## src/rtl/mult_pkg.sv

```systemverilog
// Shared types and constants for the sequential-multiplier stream adapter.
package mult_pkg;

  typedef enum logic [1:0] {
    IDLE  = 2'd0,
    ISSUE = 2'd1,
    WAIT  = 2'd2,
    HOLD  = 2'd3
  } adapter_state_e;

  localparam int DEFAULT_TIMEOUT = 64;

endpackage

```

## src/rtl/mult_watchdog.sv

```systemverilog
// WAIT-phase cycle counter; expired is high on the last allowed WAIT cycle.
// Counts while enable is high, restarts on clear, no backpressure.
module mult_watchdog
  import mult_pkg::*;
#(
  parameter int TIMEOUT = DEFAULT_TIMEOUT
) (
  input  logic clk,
  input  logic reset,
  input  logic clear,
  input  logic enable,
  output logic expired
);

  localparam int CW = (TIMEOUT > 2) ? $clog2(TIMEOUT) : 1;

  logic [CW-1:0] count;

  always_ff @(posedge clk or negedge reset) begin
    if (!reset) begin
      count <= '0;
    end else if (clear) begin
      count <= '0;
    end else if (enable && !expired) begin
      count <= count + 1'b1;
    end
  end

  assign expired = enable && (count == CW'(TIMEOUT - 1));

endmodule

```

## src/rtl/mult_stream_adapter.sv

```systemverilog
// Valid/ready wrapper around a start/ready sequential multiplier: start one cycle after accept,
// result held the cycle after mul_ready until out_ready. Optional WAIT abort via MULT_ADAPTER_TIMEOUT_EN.
module mult_stream_adapter
  import mult_pkg::*;
#(
  parameter int NUMBITS = 16,
  parameter int TIMEOUT = DEFAULT_TIMEOUT
) (
  input  logic                   clk,
  input  logic                   reset,
  input  logic                   in_valid,
  output logic                   in_ready,
  input  logic [NUMBITS-1:0]     in_a,
  input  logic [NUMBITS-1:0]     in_b,
  output logic                   mul_start,
  output logic [NUMBITS-1:0]     mul_a,
  output logic [NUMBITS-1:0]     mul_b,
  input  logic                   mul_ready,
  input  logic [2*NUMBITS-1:0]   mul_product,
  output logic                   out_valid,
  input  logic                   out_ready,
  output logic [2*NUMBITS-1:0]   out_product,
  output logic                   out_err
);

  adapter_state_e state, state_nxt;

  logic                 accept;
  logic                 timed_out;
  logic [NUMBITS-1:0]   a_q, b_q;
  logic [2*NUMBITS-1:0] prod_q;

  always_ff @(posedge clk or negedge reset) begin
    if (!reset) begin
      state <= IDLE;
    end else begin
      state <= state_nxt;
    end
  end

  always_comb begin
    state_nxt = state;
    in_ready  = 1'b0;
    case (state)
      IDLE: begin
        in_ready = 1'b1;
        if (in_valid) state_nxt = ISSUE;
      end
      ISSUE: state_nxt = WAIT;
      WAIT: begin
        if (mul_ready || timed_out) state_nxt = HOLD;
      end
      HOLD: begin
        // Taking a new pair while the result drains avoids an IDLE bubble.
        in_ready = out_ready;
        if (out_ready) state_nxt = in_valid ? ISSUE : IDLE;
      end
      default: state_nxt = IDLE;
    endcase
    if (!reset) in_ready = 1'b0;
  end

  assign accept    = in_valid && in_ready;
  assign mul_start = (state == ISSUE);
  assign out_valid = (state == HOLD);

  always_ff @(posedge clk or negedge reset) begin
    if (!reset) begin
      a_q <= '0;
      b_q <= '0;
    end else if (accept) begin
      a_q <= in_a;
      b_q <= in_b;
    end
  end

  assign mul_a = a_q;
  assign mul_b = b_q;

  // mul_ready has priority over a same-cycle timeout.
  always_ff @(posedge clk or negedge reset) begin
    if (!reset) begin
      prod_q <= '0;
    end else if (state == WAIT) begin
      if (mul_ready) begin
        prod_q <= mul_product;
      end else if (timed_out) begin
        prod_q <= '0;
      end
    end
  end

  assign out_product = prod_q;

`ifdef MULT_ADAPTER_TIMEOUT_EN
  logic err_q;

  mult_watchdog #(
    .TIMEOUT (TIMEOUT)
  ) u_watchdog (
    .clk     (clk),
    .reset   (reset),
    .clear   (state == ISSUE),
    .enable  (state == WAIT),
    .expired (timed_out)
  );

  always_ff @(posedge clk or negedge reset) begin
    if (!reset) begin
      err_q <= 1'b0;
    end else if (state == WAIT) begin
      if (mul_ready) begin
        err_q <= 1'b0;
      end else if (timed_out) begin
        err_q <= 1'b1;
      end
    end
  end

  assign out_err = err_q;
`else
  logic unused_timeout;

  assign timed_out      = 1'b0;
  assign out_err        = 1'b0;
  assign unused_timeout = ^TIMEOUT;
`endif

endmodule

```

## config.mk

```make
export PLATFORM = sky130hd
export DESIGN_NAME = mult_stream_adapter
export DESIGN_NICKNAME = d
export VERILOG_FILES = /design/src/rtl/mult_pkg.sv /design/src/rtl/mult_watchdog.sv /design/src/rtl/mult_stream_adapter.sv
export SDC_FILE = /design/constraint.sdc
export NUM_CORES = 1
export LEC_CHECK = 0
export ABC_AREA = 1
export BUFFER_PORTS_ARGS = -buffer_cell sky130_fd_sc_hd__buf_2
export CORE_AREA = 2 2 75 95
export DETAILED_ROUTE_END_ITERATION = 10
export DIE_AREA = 0 0 77 97
export GPL_TIMING_DRIVEN = 0
export PLACE_DENSITY = 0.76
export SYNTH_ARGS = -nofsm -noshare
export SYNTH_HDL_FRONTEND = slang
export SYNTH_SLANG_ARGS = --single-unit
```

## constraint.sdc

```tcl
create_clock -name clk -period 1.8 [get_ports clk]
set_clock_uncertainty 0.05 [all_clocks]
set_input_delay 0.09 -clock clk [delete_from_list [all_inputs] [get_ports clk]]
set_output_delay 0.09 -clock clk [all_outputs]
set_load 0.01 [all_outputs]
```

Word-level counts from Yosys, hierarchy flattened
Cells that the tools add are included.
{"block": "word_totals", "inputBits": 69, "reg_bits": 66, "elab_cells": 21, "output_inout_bits": 68}
{"block": "classes", "eq_ne": 6, "n_mux": 7, "reduce_logical": 4}
{"op": "$pmux 2 s4", "n": 1}
{"op": "$mux 2", "n": 3}
{"op": "$eq 2x2->1 const B", "n": 2}
{"op": "$ne 2x2->1 const B", "n": 2}
{"op": "$reduce_and 3->1", "n": 1}
{"op": "$eq 2x1->1 const B", "n": 1}
{"op": "$logic_not 2->1", "n": 1}
{"op": "$mux 1", "n": 2}
{"op": "$ne 2x1->1 const B", "n": 1}
{"op": "$pmux 1 s2", "n": 1}
{"op": "$reduce_and 2->1", "n": 1}
{"op": "$logic_and 1x1->1", "n": 1}

Longest topological paths before layout
{"block": "logic_depth", "ltp_word": 4, "depth_mapped": 8, "mapped_depth_nobuf": 7}

Worst setup path after synthesis
Ideal clock, no wire load.
{"block": "synth_path", "kind": "register to register", "start": "register state[0]", "end": "register a_q[0], in the netlist mul_a[0]", "stages_incl_launch_ff": 8, "setup_time_ns": 0.117, "required_time_ns": 1.633, "n_path_buf": 1, "setup_slack_ns": 0.290, "t_arrival_ns": 1.343, "period_less_slack_ns": 1.510, "path_cell_list": "dfrtp_1 -> inv_1 -> ha_1 -> nor2_4 -> nand3_4 -> buf_6 -> nand2_1 -> nand2_1"}
{"block": "synth_between", "elab_chain_cells": 4, "elab_cells_between_ends": 5, "classes_between": "eq/ne: 1; mux: 2; reduce/logical: 2"}
{"item": "from (decl)", "line_no": "mult_stream_adapter.sv:26", "text": "adapter_state_e state, state_nxt;"}
{"item": "from (signal assigned)", "line_no": "mult_stream_adapter.sv:37", "text": "state <= state_nxt;"}
{"item": "$eq 2x2->1 or $logic_not 2->1 (tied branches)", "line_no": "mult_stream_adapter.sv:44", "text": "case (state)"}
{"item": "$pmux 1 s2 *", "line_no": "mult_stream_adapter.sv:44"}
{"item": "$mux 1 *", "line_no": "mult_stream_adapter.sv:60", "text": "if (!reset) in_ready = 1'b0;"}
{"item": "$logic_and 1x1->1 *", "line_no": "mult_stream_adapter.sv:63", "text": "assign accept = in_valid && in_ready;"}
{"item": "to (signal assigned)", "line_no": "mult_stream_adapter.sv:72", "text": "a_q <= in_a;"}
{"item": "to (decl)", "line_no": "mult_stream_adapter.sv:30", "text": "logic [NUMBITS-1:0] a_q, b_q;"}
Mark *: on every way between the ends. The rest lies on a longest branch, timed or not.
A chain may end at the register's enable or synchronous reset.

Worst setup path in the final report
{"block": "layout_path", "start": "register state[1]", "end": "register b_q[13], in the netlist mul_b[13]"}
{"block": "layout_between", "elab_chain_cells": 4, "elab_cells_between_ends": 5, "classes_between": "eq/ne: 1; mux: 2; reduce/logical: 2"}
{"item": "$eq 2x2->1 or $logic_not 2->1 (tied branches)", "line_no": "mult_stream_adapter.sv:44"}
{"item": "$pmux 1 s2 *", "line_no": "mult_stream_adapter.sv:44"}
{"item": "$mux 1 *", "line_no": "mult_stream_adapter.sv:60"}
{"item": "$logic_and 1x1->1 *", "line_no": "mult_stream_adapter.sv:63"}
{"item": "to (signal assigned)", "line_no": "mult_stream_adapter.sv:73", "text": "b_q <= in_b;"}
{"item": "to (decl)", "line_no": "mult_stream_adapter.sv:30"}
Marks and branches as above.

==> results.ini <==
[sta]
finalHoldViolations = 66
max_freq_ghz = 0.599
fin_crit_ps = 1670
rsz0062_at_grt = no
slew_headroom = 0.450
post-route-period-util = 0.928
worst_pin_slew_ps = 825
whs_ps = -206
setup_viol = 0
slew_violations = 0

[clock_network]
clockBufferDepth = 2
clkTransAtPathRegs_ps = 70
cts_hold_buf = 64
worst_skew_pair.late_latency_ps = 320
numCtsBuffers = 9
cts_tree = built
cts_num_sinks = 66
clockRootBuffer = clkbuf_8
htree_levels = 3

[critical_path]
cp.arrival_ps = 1890
slowest_stage = dfrtp_1
critPathBufInv = 3
critPathLaunchType = flop
cp-startpoint = state[1]
cp_cell_sequence = inv_1 > ha_1 > nor2_4 > buf_4 > buf_2 > nand4_1 > nand2_1
critPathMaxFanout = 10
r2r-start = state[1]
criticalPathCategory = reg2reg
required_ps = 2020
critical-path-max-stage-delay_ps = 420
critPathTopFamily = buffers and inverters
reg2reg_slack_ps = 130
endpoint_kind = flop

[routing]
firstDrtPassIters = 4
detail_route.wl_per_cell_um = 14.1
final_antenna_net_count = 0
vias_per_cell = 4.98
drt_wl_total_um = 8700
drcViolationCount = 0
drt_iter0_drc = 172
vias = 3076

[floorplanning]
start_util = 0.438
core.rowCount = 33
pin_count = 137
die_w_um = 77
core_um2 = 6520
die-area_um2 = 7470
die_h_um = 97

[global_routing]
grt_max_degree = 68
grt_pass1_wl_um = 14400
grt_usage = 0.243
grt_overflow = 0
antenna_found_initial = 0
grt_pass1_vias = 3216

[power_and_ir_drop]
leakagePower_nw = 2.53
seqPwrFrac = 0.387
clkPwrFrac = 0.158
p_int_mw = 3.87
swShare = 0.407
powerDensity_nw_per_um2 = 1470
worst_ir_drop_vdd_uv = 781
switchingPower_mw = 2.65
power_frac_comb = 0.455

[layout]
area_growth_pct = 55.5
fin_area_um2 = 4440
layout.nets = 602
fillers = 505
drive_above_1_share = 0.330
diodes = 0

[min_path]
holdCritPathClass = in2async

[synth]
synth_cells = 319
synth_area_um2 = 2860
synth_cell_types = 16
synth-seq-area-share = 0.578
synth_nets = 393
yosysWarnings = 0
avgSynthCellArea_um2 = 8.96
ys_ff_latch = 66

[flow_run]
cap_violations = 0

[status]
outcome = complete, but fails checks
violations = hold timing

[placement]
routabilityCongestion = 0.846
port_buffers = 133
placed_cell_area_um2 = 3630
dp_hpwl_um = 5240

## cells in the final DEF, fill, tap and decap left out, drive strengths merged
cell type      n
buf          157
nand2        142
dfrtp         66
dlygate4sd3   64
nand3         36
nand4         32
clkbuf        13
inv            9
ha             5
clkinv         2
nor2           2
and2           1
conb           1
clkinvlp       1
## per-layer routing
layer  share of wire  up-vias  global-route usage
li1                -     1449                   -
met5               0        -                   0
met3           0.042       50              0.0401
met1            0.37     1446               0.258
met2            0.52      131               0.428
met4           0.062        0               0.176
## what timing repair did
action,in CTS,in global routing
endpoints found under the hold margin,130,66
gates resized for setup,0,2
cloned,0,0
setup endpoints to repair,1,29
pin swaps,1,0
setup buffers,1,0
## state kept, by name (all words and copies together) (netlist names)
| name | count |
|---|---|
| state | 2 |
| mul_b | 16 |
| mul_a | 16 |
| out_product | 32 |
## layout make-up
type                       instances  area [um^2]  share of cell area
clock buffer                      11          141              0.0318
timing repair buffer             198         1320               0.296
multi-input combinational        219         1020               0.229
tap                               87          109              0.0245
inverter                           9         33.8             0.00760
sequential                        66         1650               0.372
clock inverter                     3         17.5             0.00394
buffer                            25          156              0.0352
## cells in the mapped netlist
| master | number | area, um^2 |
|---|---|---|
| and2_1 | 1 | 6.26 |
| buf_2 | 14 | 70.1 |
| buf_4 | 6 | 45.0 |
| buf_6 | 3 | 33.8 |
| clkbuf_1 | 2 | 7.51 |
| conb_1 | 1 | 3.75 |
| dfrtp_1 | 66 | 1650 |
| ha_1 | 5 | 62.6 |
| inv_1 | 9 | 33.8 |
| nand2_1 | 141 | 529 |
| nand2_2 | 1 | 6.26 |
| nand3_1 | 35 | 175 |
| nand3_4 | 1 | 17.5 |
| nand4_1 | 32 | 200 |
| nor2_1 | 1 | 3.75 |
| nor2_4 | 1 | 11.3 |
## kinds of logic after synthesis
group	Yosys count	synth area share
other	1	0.00131
buffers and inverters	34	0.0665
AND/OR/NAND/NOR	213	0.332
adder cells (fa/ha/maj)	5	0.0219
flip-flops	66	0.578
## per-stage QoR
stage	std cells	worst slack (ps)	power [mW]	util	setup TNS, ps
global route	618	8.86	7.04	0.681	0
floorplan	319	290	4.20	-	0
detailed placement	539	-8.40	5.35	0.557	-19.6
finish	618	130	6.52	0.681	0
global placement	539	-483	5.24	0.557	-15340
CTS	618	42.3	6.51	0.681	0
## power groups by stage
| stage | Combinational, mW | Sequential (mW) | Clock, mW |
|---|---|---|---|
| floorplan | 1.38 | 2.82 | 0 |
| global placement | 2.75 | 2.49 | 0 |
| detailed placement | 2.83 | 2.52 | 0 |
| CTS | 2.96 | 2.50 | 1.06 |
| global route | 3.31 | 2.60 | 1.13 |
| finish | 2.97 | 2.52 | 1.03 |
## worst paths after layout
| kind | depth (start not counted) | to |
|---|---|---|
| min in group clk | 3 | out_product[0] |
| hold / removal | 1 | out_product[14] |
| hold reg to reg | 2 | out_product[26] |
| setup / recovery | 7 | mul_b[13] |
| setup reg to reg | 7 | mul_b[13] |
| max in group asynchronous | 1 | state[0] |
## worst register-to-register path: stages, from the launching register on
cell	delay (ps)
dfrtp_1	420
inv_1	100
ha_1	330
nor2_4	100
buf_4	160
buf_2	220
nand4_1	150
nand2_1	100
Power figures use the tool's default switching activity.
